### src/rtl/image_window_fetch_ctrl_if.sv
// Signal bundle for image_window_fetch_ctrl: command/status, ROM read port and pixel stream.
// master = the fetch controller, slave = its surroundings (ROM, consumer, sequencer).
interface image_window_fetch_ctrl_if #(
    parameter int ADDR_W = 25
);
    logic              start;
    logic              busy;
    logic              done;
    logic [ADDR_W-1:0] rd_addr;
    logic [7:0]        rd_data;
    logic [7:0]        pix_out;
    logic              pix_valid;
    logic              out_ready;
    logic [15:0]       win_x;
    logic [15:0]       win_y;
    logic              pix_last_win;

    modport master (
        input  start, rd_data, out_ready,
        output busy, done, rd_addr, pix_out, pix_valid, win_x, win_y, pix_last_win
    );

    modport slave (
        output start, rd_data, out_ready,
        input  busy, done, rd_addr, pix_out, pix_valid, win_x, win_y, pix_last_win
    );
endinterface

### src/rtl/image_window_fetch_ctrl.sv
// Streams every KxK window of an image out of a 1-cycle registered ROM as a tagged
// valid/ready pixel stream; addresses advance with adders only.
module image_window_fetch_ctrl #(
    parameter int IMG_W  = 640,
    parameter int IMG_H  = 640,
    parameter int K      = 3,
    parameter int STRIDE = 1,
    parameter int ADDR_W = 25
) (
    input logic                       clk,
    input logic                       rst,
    image_window_fetch_ctrl_if.master bus
);
    localparam int NWX = (IMG_W - K) / STRIDE + 1;
    localparam int NWY = (IMG_H - K) / STRIDE + 1;
    localparam int KW  = (K > 1) ? $clog2(K) : 1;

    localparam logic [KW-1:0]     K_MAX    = KW'(K - 1);
    localparam logic [15:0]       WX_MAX   = 16'(NWX - 1);
    localparam logic [15:0]       WY_MAX   = 16'(NWY - 1);
    localparam logic [ADDR_W-1:0] KY_STEP  = ADDR_W'(IMG_W - K + 1);
    localparam logic [ADDR_W-1:0] WIN_STEP = ADDR_W'(STRIDE - (K - 1) * IMG_W - (K - 1));
    localparam logic [ADDR_W-1:0] ROW_STEP = ADDR_W'(STRIDE * IMG_W);

    typedef enum logic [1:0] {IDLE, FETCH, DRAIN, DONE} state_t;
    typedef struct packed {
        logic [15:0] wx;
        logic [15:0] wy;
        logic        last;
    } tag_t;
    typedef struct packed {
        logic [7:0] pix;
        tag_t       tag;
    } item_t;

    state_t            state, state_nxt;
    logic [KW-1:0]     kx, ky, kx_nxt, ky_nxt;
    logic [15:0]       wx, wy, wx_nxt, wy_nxt;
    logic [ADDR_W-1:0] addr, addr_nxt, row_base, row_base_nxt, rd_addr;
    logic              last_pos, issue, busy, done;
    logic              inflight, ret_vld, skid_vld, out_vld;
    tag_t              fl_tag, ret_tag;
    item_t             skid, out_q, ret_item;
    logic              accept, out_free, ret_place;

    assign accept    = out_vld && bus.out_ready;
    assign out_free  = !out_vld || bus.out_ready;
    assign ret_place = ret_vld && (!skid_vld || out_free);
    assign ret_item  = '{pix: bus.rd_data, tag: ret_tag};
    assign last_pos  = (kx == K_MAX) && (ky == K_MAX) && (wx == WX_MAX) && (wy == WY_MAX);

    // NOTE: state lives in always_ff with non-blocking updates so every register samples pre-edge values.
    always_ff @(posedge clk or negedge rst) begin
        if (!rst) state <= IDLE;
        else      state <= state_nxt;
    end

    always_comb begin
        state_nxt = state;
        unique case (state)
            IDLE:  if (bus.start) state_nxt = last_pos ? DRAIN : FETCH;
            FETCH: if (issue && last_pos) state_nxt = DRAIN;
            DRAIN: if (accept && !inflight && !ret_vld && !skid_vld) state_nxt = DONE;
            DONE:  state_nxt = IDLE;
        endcase
    end

    // NOTE: every output of a combinational block gets a default first, so no path can infer a latch.
    always_comb begin
        issue = 1'b0;
        busy  = 1'b0;
        done  = 1'b0;
        unique case (state)
            IDLE:  issue = bus.start;
            FETCH: begin
                busy  = 1'b1;
                issue = !skid_vld && out_free;
            end
            DRAIN: busy = 1'b1;
            DONE:  done = 1'b1;
        endcase
    end

    // Scan order kx -> ky -> wx -> wy; the row base avoids undoing the in-window walk.
    always_comb begin
        kx_nxt       = kx + KW'(1);
        ky_nxt       = ky;
        wx_nxt       = wx;
        wy_nxt       = wy;
        addr_nxt     = addr + ADDR_W'(1);
        row_base_nxt = row_base;
        if (kx == K_MAX) begin
            kx_nxt = '0;
            if (ky != K_MAX) begin
                ky_nxt   = ky + KW'(1);
                addr_nxt = addr + KY_STEP;
            end else begin
                ky_nxt = '0;
                if (wx != WX_MAX) begin
                    wx_nxt   = wx + 16'd1;
                    addr_nxt = addr + WIN_STEP;
                end else begin
                    wx_nxt = '0;
                    if (wy != WY_MAX) begin
                        wy_nxt       = wy + 16'd1;
                        row_base_nxt = row_base + ROW_STEP;
                        addr_nxt     = row_base + ROW_STEP;
                    end else begin
                        wy_nxt       = '0;
                        row_base_nxt = '0;
                        addr_nxt     = '0;
                    end
                end
            end
        end
    end

    always_ff @(posedge clk or negedge rst) begin
        if (!rst) begin
            kx       <= '0;
            ky       <= '0;
            wx       <= '0;
            wy       <= '0;
            addr     <= '0;
            row_base <= '0;
            rd_addr  <= '0;
            fl_tag   <= '0;
            inflight <= 1'b0;
        end else begin
            inflight <= issue;
            if (issue) begin
                rd_addr  <= addr;
                fl_tag   <= '{wx: wx, wy: wy, last: (kx == K_MAX) && (ky == K_MAX)};
                kx       <= kx_nxt;
                ky       <= ky_nxt;
                wx       <= wx_nxt;
                wy       <= wy_nxt;
                addr     <= addr_nxt;
                row_base <= row_base_nxt;
            end
        end
    end

    // An unplaced return is safe to hold: no read is issued while the skid is full,
    // so rd_addr and therefore rd_data stay put until it moves on.
    always_ff @(posedge clk or negedge rst) begin
        if (!rst) begin
            ret_vld  <= 1'b0;
            ret_tag  <= '0;
            skid_vld <= 1'b0;
            skid     <= '0;
            out_vld  <= 1'b0;
            out_q    <= '0;
        end else begin
            if (inflight) begin
                ret_vld <= 1'b1;
                ret_tag <= fl_tag;
            end else if (ret_place) begin
                ret_vld <= 1'b0;
            end

            if (out_free) begin
                if (skid_vld) begin
                    out_q   <= skid;
                    out_vld <= 1'b1;
                end else if (ret_vld) begin
                    out_q   <= ret_item;
                    out_vld <= 1'b1;
                end else begin
                    out_vld <= 1'b0;
                end
            end

            if (skid_vld) begin
                if (out_free) begin
                    skid_vld <= ret_vld;
                    if (ret_vld) skid <= ret_item;
                end
            end else if (ret_vld && !out_free) begin
                skid_vld <= 1'b1;
                skid     <= ret_item;
            end
        end
    end

    assign bus.rd_addr      = rd_addr;
    assign bus.pix_out      = out_q.pix;
    assign bus.pix_valid    = out_vld;
    assign bus.win_x        = out_q.tag.wx;
    assign bus.win_y        = out_q.tag.wy;
    assign bus.pix_last_win = out_q.tag.last;
    assign bus.busy         = busy;
    assign bus.done         = done;
endmodule

### src/flat_wrapper.sv
// flat-port wrapper written by rule: the top's interface ports become plain ports
module image_window_fetch_ctrl_flat 
#(
    parameter int IMG_W  = 640,
    parameter int IMG_H  = 640,
    parameter int K      = 3,
    parameter int STRIDE = 1,
    parameter int ADDR_W = 25
)
  (clk, rst, bus_start, bus_rd_data, bus_out_ready, bus_busy, bus_done, bus_rd_addr, bus_pix_out, bus_pix_valid, bus_win_x, bus_win_y, bus_pix_last_win);
  image_window_fetch_ctrl_if #(.ADDR_W(ADDR_W)) bus_i ();
  input logic clk;
  input logic rst;
  input wire logic [$bits(bus_i.start)-1:0] bus_start;
  input wire logic [$bits(bus_i.rd_data)-1:0] bus_rd_data;
  input wire logic [$bits(bus_i.out_ready)-1:0] bus_out_ready;
  output wire logic [$bits(bus_i.busy)-1:0] bus_busy;
  output wire logic [$bits(bus_i.done)-1:0] bus_done;
  output wire logic [$bits(bus_i.rd_addr)-1:0] bus_rd_addr;
  output wire logic [$bits(bus_i.pix_out)-1:0] bus_pix_out;
  output wire logic [$bits(bus_i.pix_valid)-1:0] bus_pix_valid;
  output wire logic [$bits(bus_i.win_x)-1:0] bus_win_x;
  output wire logic [$bits(bus_i.win_y)-1:0] bus_win_y;
  output wire logic [$bits(bus_i.pix_last_win)-1:0] bus_pix_last_win;
  assign bus_i.start = bus_start;
  assign bus_i.rd_data = bus_rd_data;
  assign bus_i.out_ready = bus_out_ready;
  assign bus_busy = bus_i.busy;
  assign bus_done = bus_i.done;
  assign bus_rd_addr = bus_i.rd_addr;
  assign bus_pix_out = bus_i.pix_out;
  assign bus_pix_valid = bus_i.pix_valid;
  assign bus_win_x = bus_i.win_x;
  assign bus_win_y = bus_i.win_y;
  assign bus_pix_last_win = bus_i.pix_last_win;
  image_window_fetch_ctrl #(.IMG_W(IMG_W), .IMG_H(IMG_H), .K(K), .STRIDE(STRIDE), .ADDR_W(ADDR_W)) u_core (.clk(clk), .rst(rst), .bus(bus_i));
endmodule
### config.mk
export PLATFORM = sky130hd
export DESIGN_NAME = image_window_fetch_ctrl_flat
export DESIGN_NICKNAME = d
export VERILOG_FILES = /design/src/rtl/image_window_fetch_ctrl_if.sv /design/src/rtl/image_window_fetch_ctrl.sv /design/src/flat_wrapper.sv
export SDC_FILE = /design/constraint.sdc
export NUM_CORES = 1
export LEC_CHECK = 0
export BUFFER_PORTS_ARGS = -buffer_cell sky130_fd_sc_hd__buf_2
export CAP_MARGIN = 10
export CORE_UTILIZATION = 43
export CTS_CLUSTER_DIAMETER = 50
export CTS_CLUSTER_SIZE = 25
export DETAILED_ROUTE_END_ITERATION = 6
export REMOVE_ABC_BUFFERS = 1
export SYNTH_ARGS = -nofsm -noshare
export SYNTH_HDL_FRONTEND = slang
export SYNTH_SLANG_ARGS = --single-unit
### constraint.sdc
create_clock -name clk -period 6.5 [get_ports clk]
set_clock_uncertainty 0.05 [all_clocks]
set_input_delay 0.975 -clock clk [delete_from_list [all_inputs] [get_ports clk]]
set_output_delay 0.975 -clock clk [all_outputs]
set_load 0.05 [all_outputs]
==> out/metrics.cfg, run 1 <==
[status]
status=finished, final reports clean

[clock_tree]
cts.repair.resized=0
htreeDepth=1
cts_made_buffers=31
cts_buffer_depth=3
clkSinkCount=265
cts_setup_buffers=0
clkTransAtPathRegs_ns=0.07
root_buffer=clkbuf_16
ctsHoldBuffers=0
cts_tree=done
clk_latency_ns=0.56

[die]
rows=63
core-area_sq_um=29600
dieHeight_um=176
die_w_um=176
fp.dieArea_sq_um=30900
initial_core_util_pct=43.8
pin_count=81

[cells_and_area]
instances_no_fill=1776
fill_cells=2787
n_antenna_cell=0
finalNetCount=1389
layout_commonest_cell=nand2_1
final_cell_mix=nand2_1, dfrtp_1, o21ai_0
synthToLayoutAreaGrowth_pct=13.9
register_area_sq_um=6630
multiInputGateArea_sq_um=5930
utilization_pct=49.8
layout-drive-gt1-share_pct=18.2

[global_route]
grt_overflow=0
grt_pass1_wl_um=50600
grt_max_degree=167
grt_pass1_vias=9553
antenna_found_initial=0
grt.total_usage_pct=20.1

[logic_synthesis]
netlist_area_sq_um=13000
synth-main-ff-cell=dfrtp_1
yosysSeqAreaShare_pct=51.1
synth_top_area_share_pct=51.1
synth_top_cell_by_area=dfrtp_1
syn_area_per_cell_sq_um=9.81
yosys-top-cells-area=dfrtp_1, nand2_1, mux2_2
synth_cells=1322
ys_warn_count=0
synth_edf_count=0
synth_cell_types=74
synthArstFlopShare_pct=100
synth-seq-cells=265

[place]
dp_cells=1719
io_buffers=80
pre_cts_slack_ns=2.35
post-dp-hpwl_um=19300
gp_congestion=0.890

[setup_path]
rr_worst_depth=10
crit_type=reg2reg
worst-path-max-fanout=49
start_kind=flop
crit_path_end_kind=flop
crit_end=u_core.addr[22]
critical_path_required_ns=6.88
cp.arrival_ns=4.04
r2r-start=u_core.skid_vld
r2r_end=u_core.addr[22]
r2r_setup_slack_ns=2.84
crit_start=u_core.skid_vld

[route]
antenna_left=0
wl_um=30200
dr.pass1.iters=5
vias=9805
wl_per_cell_um=17.0
drc=0
routed_via_density=5.52
drtIter0Drc=654

[sta]
fin_hold_ws_ns=0.383
final.period_utilization_pct=56.2
rsz0062_at_grt=false
finalHoldViolations=0
slew_headroom_pct=18.2
slew_violations=0
max_freq_ghz=0.274
setup_viol=0
fin_ws_ns=2.84
fin_crit_ns=3.66
tightest_slew_ns=1.22

[power_and_ir_drop]
power.total_mw=6.10
power.leakage_nw=6.97
powerDensity_nw_per_um2=413
ir_drop_uv=363

[job]
maxCapViolCount=0

[worst_hold_path]
hold_path_class=in2async

## power by group
part / leakage, nW / total [mW] / switching (mW) / internal [mW]
clock network: 0.529 / 1.81 / 0.845 / 0.963
logic: 2.91 / 2.07 / 1.41 / 0.662
registers: 3.52 / 2.22 / 0.305 / 1.91
## final cells by class
class / instances / share of cell area, %
flip-flops and latches: 265 / 44.9
multi-input cells: 946 / 40.1
clock buffers: 32 / 5.34
repair buffers: 97 / 3.73
well taps: 390 / 3.30
clock inverters: 25 / 2.07
inverters: 21 / 0.534
## sequential cells by signal (all words and copies together), names as in the netlist, 25 cells and up
| name | cells |
|---|---|
| u_core.ret_item | 33 |
| u_core.addr | 25 |
| u_core.skid | 41 |
| u_core.fl_tag | 33 |
| u_core.row_base | 25 |
| u_core.bus.rd_addr | 25 |
## worst max-delay path: stages (launching register included)
cell	delay [ns]
dfrtp_2	0.34
buf_4	0.63
inv_1	0.17
a32oi_4	0.24
buf_4	0.48
inv_2	0.40
buf_4	0.41
nand2_1	0.29
o311a_1	0.24
o31ai_1	0.08
a21o_1	0.16
## cell families after synthesis
group	Yosys count	synth area share [%]
and+or+nand+nor	495	17.9
DFF	265	51.1
AOI/OAI and AO/OA	255	12.0
muxes	119	9.92
buffers and inverters	111	3.43
xor gates and xnor gates	62	4.19
adders and majority gates	15	1.45
## per-layer routing
metal / wire length [um] / part of all wire, % / up-vias / track usage (%)
li1: - / - / 4727 / -
met1: 14600 / 48 / 4777 / 28.8
met2: 13300 / 44 / 246 / 31.2
met3: 1540 / 5.1 / 55 / 3.29
met4: 719 / 2.4 / 0 / 6.09
met5: 0 / 0 / - / 0
## cells in the mapped netlist, types with 3 or more instances
cell      count
or3_1         9
nand3_1      21
o311a_1       4
xnor2_1      36
a22oi_1       6
buf_2         8
o31ai_1       9
a31oi_1      15
inv_1        20
nor2_1       52
o211ai_1      4
or4_1         3
a21o_1        6
and3_1       20
clkbuf_1     63
nand2_1     290
o21ai_0     108
o221ai_1      4
nor4_1        8
a221o_1       3
nor3_1       16
o22ai_1       7
and2_1       10
mux2_2       75
a221oi_1      8
mux2i_1      43
ha_1         15
dfrtp_1     265
o21ai_1      14
buf_1        16
a32oi_1       3
nand2b_1      4
xor2_1       26
nor4_2        3
nand4_1      26
and4_1       11
nor2b_1       5
a21oi_1      41
## worst min path at each step
stage,cells past startpoint,slack (ns),end,startpoint
finish,1,0.38,u_core.bus.win_y[8],rst
global route,1,0.44,u_core.bus.win_y[8],rst
CTS,1,0.42,u_core.bus.win_y[8],rst
detailed placement,2,0.40,u_core.fl_tag[6],u_core.fl_tag[6]
global placement,2,0.39,u_core.fl_tag[11],u_core.fl_tag[11]
floorplan,2,0.38,u_core.fl_tag[10],u_core.fl_tag[10]
## through the flow
| step | setup TNS (ns) | cell area [sq um] |
|---|---|---|
| CTS | 0 | 14800 |
| global route | 0 | 14800 |
| global placement | 0 | 13700 |
| detailed placement | 0 | 13700 |
| floorplan | -166.39 | 12600 |
| finish | 0 | 14800 |
(Power assumes the default switching activity.)
==> run 2, diff against run 1 <==
==> constraint.sdc (replaced) <==
create_clock -name clk -period 3 [get_ports clk]
set_clock_uncertainty 0.05 [all_clocks]
set_input_delay 0.45 -clock clk [delete_from_list [all_inputs] [get_ports clk]]
set_output_delay 0.45 -clock clk [all_outputs]
set_load 0.05 [all_outputs]
==> run 2 against run 1 <==
  * Worst setup slack lost 2.5 ns
  * First-iteration DRC count rose by 14%
  * Utilization grew 1.1 points
  * Wire length increased by 5.9%
  * Sequential power increased by 110%
  * Sequential share of layout area shrank 0.95 points
  * Cell count increased by 2.1%
  * Critical path type unchanged
  * Cell area grew 2.2%
  * Clock power grew 120%
  * Critical endpoint is now u_core.addr[17]
==> out/metrics.cfg, run 2 (synthesis results as in run 1) <==
[route]
vias=10067
routed_via_density=5.55
dr.pass1.iters=7
drc=0
antenna_left=0
wl_per_cell_um=17.6
wl_um=32000
drtIter0Drc=748

[global_route]
grt.total_usage_pct=21.1
grt_overflow=0
grt_pass1_wl_um=52500
antenna_found_initial=0
grt_pass1_vias=9841
grt_max_degree=76

[setup_path]
crit_path_end_kind=flop
critical_path_required_ns=3.38
r2r_setup_slack_ns=0.33
worst-path-max-fanout=10
r2r-start=u_core.addr[2]
crit_start=u_core.addr[2]
crit_type=reg2reg
cp.arrival_ns=3.04
crit_end=u_core.addr[17]
rr_worst_depth=9
start_kind=flop
r2r_end=u_core.addr[17]

[worst_hold_path]
hold_path_class=in2reg
hp-start=bus_rd_data[4]

[cells_and_area]
largest-register=u_core.skid
finalNetCount=1425
synthToLayoutAreaGrowth_pct=16.4
n_antenna_cell=0
largest_reg_flops=41
instances_no_fill=1813
final_cell_mix=nand2_1, dfrtp_1, o21ai_0
post-route-cell-area_sq_um=15100
fill_cells=2765
utilization_pct=50.9
layout-drive-gt1-share_pct=20.2
layout_commonest_cell=nand2_1

[place]
io_buffers=80
pre_cts_slack_ns=0.442
placed_area_sq_um=14000
gp_congestion=0.943
dp_cells=1754
post-dp-hpwl_um=22000

[die]
dieHeight_um=176
rows=63
core-area_sq_um=29600
pin_count=81
fp.dieArea_sq_um=30900
die_w_um=176
initial_core_util_pct=43.8

[power_and_ir_drop]
power.leakage_nw=7.15
switching_share_pct=40.6
clock_power_share_pct=28.9
internal_power_mw=8.02
power.total_mw=13.5
powerDensity_nw_per_um2=895
ir_drop_uv=812
p_sw_mw=5.48
combPwrFrac_pct=36.2
seqPwrFrac_pct=35.0

[clock_tree]
clkSinkCount=265
clk_latency_ns=0.58
htreeDepth=1
root_buffer=clkbuf_16
cts_tree=done
clkTransAtPathRegs_ns=0.07
cts_setup_buffers=0
ctsHoldBuffers=1
cts_made_buffers=31
cts.repair.resized=0
cts_buffer_depth=3

[sta]
slew_violations=0
finalHoldViolations=0
fin_tns_setup_ns=0
fin_crit_ns=2.67
rsz0062_at_grt=false
tightest_slew_ns=0.624
final.period_utilization_pct=88.8
fin_ws_ns=0.335
setup_viol=0
max_freq_ghz=0.375
fin_hold_ws_ns=0.0763
slew_headroom_pct=58.4

[job]
maxCapViolCount=0

[status]
status=finished, final reports clean

run 2: power by group through the flow:
stage          sequential, mW  combinational [mW]  clock (mW)
5_1_grt                  4.80                5.30        4.15
6_report                 4.72                4.88        3.90
4_1_cts                  4.72                4.91        4.01
3_5_place_dp             4.78                4.89           0
2_1_floorplan            5.66                2.39           0
3_3_place_gp             4.76                4.87           0
run 2: worst min-delay path by stage:
stage | to | slack (ns) | cells past startpoint
after CTS | u_core.skid[37] | 0.05 | 2
after floorplan | u_core.addr[0] | 0.10 | 0
after detailed placement | u_core.bus.rd_addr[14] | 0.40 | 2
after global routing | u_core.skid[33] | 0.06 | 2
after global placement | u_core.fl_tag[8] | 0.39 | 2
final | u_core.skid[37] | 0.08 | 2
run 2: metal layers:
layer	track usage (%)	share of wire [%]
met5	0	0
met4	8.08	3.8
met3	3.18	5.3
met2	33.2	45
met1	29.4	46
run 2: layout make-up:
type / instances / area [sq um] / area share (%)
Multi-Input combinational cell: 946 / 5920 / 39.3
Clock buffer: 33 / 803 / 5.32
Sequential cell: 265 / 6630 / 44.0
Timing Repair Buffer: 133 / 873 / 5.79
Tap cell: 390 / 488 / 3.23
Inverter: 21 / 78.8 / 0.522
Clock inverter: 25 / 289 / 1.92
run 2: worst max-delay path, stage by stage, from the launching register on:
cell      delay (ns)
dfrtp_1         0.50
inv_1           0.17
ha_1            0.23
a21boi_0        0.34
a31oi_1         0.14
buf_4           0.22
o41ai_1         0.41
o21ai_0         0.15
a22oi_1         0.21
o22ai_1         0.10
==> run 3, diff against run 2 <==
--- a/config.mk
+++ b/config.mk
@@ -5,6 +5,7 @@
 export SDC_FILE = /design/constraint.sdc
 export NUM_CORES = 1
 export LEC_CHECK = 0
+export ABC_AREA = 1
 export BUFFER_PORTS_ARGS = -buffer_cell sky130_fd_sc_hd__buf_2
 export CAP_MARGIN = 10
 export CORE_UTILIZATION = 43
==> run 3 against run 2 <==
  * Synthesized cell count rose by 38%
  * Sequential share of layout area fell by 2.5 points
  * Critical path depth did not move
  * Largest power group unchanged
==> out/metrics.cfg, run 3 <==
[clock_tree]
root_buffer=clkbuf_16
cts_tree=done
cts_made_buffers=34
clkTransAtPathRegs_ns=0.06
htreeDepth=2
cts.repair.resized=0
clk_latency_ns=0.52
cts_buffer_depth=3
clkSinkCount=265

[sta]
final.period_utilization_pct=86.8
rsz0062_at_grt=false
tightest_slew_ns=0.645
slew_violations=0
fin_tns_setup_ns=0
fin_crit_ns=2.60
slew_headroom_pct=57.0
max_freq_ghz=0.384
setup_viol=0
finalHoldViolations=0

[route]
drtIter0Drc=752
vias=12081
drc=0
wl_um=36900
antenna_left=0
routed_via_density=5.21
wl_per_cell_um=15.9
dr.pass1.iters=7

[logic_synthesis]
synth_top_cell_by_area=dfrtp_1
ys_warn_count=0
synth_top_area_share_pct=47.9
syn_area_per_cell_sq_um=7.58
synth-seq-cells=265
synth_edf_count=0
yosysSeqAreaShare_pct=47.9
synth_cell_types=44
netlist_area_sq_um=13800
synthArstFlopShare_pct=100
yosys-top-cells-area=dfrtp_1, nand2_1, o21ai_0
synth_cells=1826
synth-main-ff-cell=dfrtp_1
ys_top_cells_by_count=nand2_1, dfrtp_1, o21ai_0
yosys.cell_count.top_type=nand2_1

[cells_and_area]
layout-drive-gt1-share_pct=11.6
n_antenna_cell=0
finalNetCount=1917
layout_commonest_cell=nand2_1
fill_cells=3140
final_cell_mix=nand2_1, dfrtp_1, o21ai_0
largest-register=u_core.skid
synthToLayoutAreaGrowth_pct=15.5
largest_reg_flops=41

[die]
initial_core_util_pct=43.7
core-area_sq_um=31600
rows=65
fp.dieArea_sq_um=32900
dieHeight_um=181
pin_count=81
die_w_um=181

[global_route]
grt.total_usage_pct=23.0
antenna_found_initial=0
grt_overflow=0
grt_max_degree=83
grt_pass1_wl_um=61100
grt_pass1_vias=11589

[worst_hold_path]
hold_path_class=in2reg

[setup_path]
crit_path_end_kind=flop
critical_path_required_ns=3.35
cpPeakStageDelay_ns=0.56
path_cells=inv_1 > ha_1 > nand3_1 > nand2_2 > clkinv_2 > nor3_4 > inv_4 > o21ai_0 > nor2_1
cp.arrival_ns=2.95
critPathSlowestCell=nor3_4
crit_family=simple AND/OR/NAND/NOR gates
path_buf_inv=3
start_kind=flop
crit_type=reg2reg
worst-path-max-fanout=22

[place]
gp_congestion=0.917
post-dp-hpwl_um=26100
io_buffers=80

[power_and_ir_drop]
power.leakage_nw=7.62
power.total_mw=16.9
powerDensity_nw_per_um2=1060
combPwrFrac_pct=40.1
p_sw_mw=7.43
seqPwrFrac_pct=32.7
ir_drop_uv=915
clock_power_share_pct=27.2
internal_power_mw=9.44
switching_share_pct=44.1

[status]
status=finished, final reports clean

[job]
maxCapViolCount=0

==> run 3: cell types whose count changed after synthesis, moves of 20 or more <==
cell     delta
nor2_1    +119
nand3_1   +132
and3_1     -20
inv_1     +144
nand2_1   +246
xnor2_1    -36
mux2_2     -67
mux2i_1    -43
a31oi_1    +32
o21ai_0    +70
==> run 3: worst paths after layout <==
check	startpoint	to	slack, ns	cells past startpoint
max	u_core.state[1]	u_core.wx[2]	0.40	9
min	bus_rd_data[2]	u_core.skid[35]	0.13	2
max reg2reg	u_core.state[1]	u_core.wx[2]	0.40	9
min reg2reg	u_core.row_base[5]	u_core.row_base[5]	0.42	2
max in group asynchronous	rst	u_core.fl_tag[20]	1.67	3
min in group asynchronous	rst	u_core.skid[38]	0.46	2
==> run 3: metal layers <==
metal / vias up / wire length (um) / GRT usage (%)
met5: - / 0 / 0
met1: 5586 / 17000 / 30.2
met4: 0 / 1520 / 9.66
met3: 91 / 1680 / 3.51
met2: 302 / 16700 / 37.7
li1: 6102 / - / -
==> run 3: repair_timing <==
item,4_1_cts,5_1_grt
endpoints found under the hold margin,75,0
hold buffers,1,0
setup buffers,0,0
==> run 3: stage by stage <==
stage / utilization [%] / setup WS, ns / hold WS (ns) / cell area (sq um) / cells
6_report: 50.5 / 0.396 / 0.134 / 16000 / 2318
5_1_grt: 50.5 / 0.180 / 0.118 / 16000 / 2318
4_1_cts: 50.5 / 0.406 / 0.110 / 16000 / 2318
3_5_place_dp: 46.4 / 0.434 / 0.404 / 14700 / 2255
3_3_place_gp: 46.4 / 0.471 / 0.402 / 14700 / 2255
2_1_floorplan: - / -1.15 / 0.104 / 13500 / 1742
==> run 3: layout make-up <==
type | instances | area, sq um | area share (%)
flip-flops and latches | 265 | 6630 | 41.5
multi-input cells | 1298 | 6170 | 38.6
clock buffers | 42 | 972 | 6.08
repair buffers | 112 | 703 | 4.40
inverters | 179 | 681 | 4.26
well taps | 402 | 503 | 3.15
clock inverters | 20 | 323 | 2.02
==> run 3: cells by family after synthesis <==
logic type | after synthesis | synth area share, %
multiplexers | 8 | 0.651
adder cells (fa/ha/maj) | 15 | 1.36
AND/OR/NAND/NOR | 945 | 28.9
buffers and inverters | 263 | 7.60
flip-flops | 265 | 47.9
XOR/XNOR | 25 | 1.58
AO/OA/AOI/OAI | 305 | 12.0
==> run 3: power by group through the flow <==
| stage | sequential [mW] | clock, mW | combinational (mW) |
|---|---|---|---|
| after floorplan | 6.97 | 0 | 3.23 |
| after global placement | 5.55 | 0 | 6.74 |
| after detailed placement | 5.57 | 0 | 6.79 |
| after CTS | 5.51 | 4.70 | 6.82 |
| after global routing | 5.66 | 4.85 | 7.50 |
| final | 5.52 | 4.59 | 6.77 |
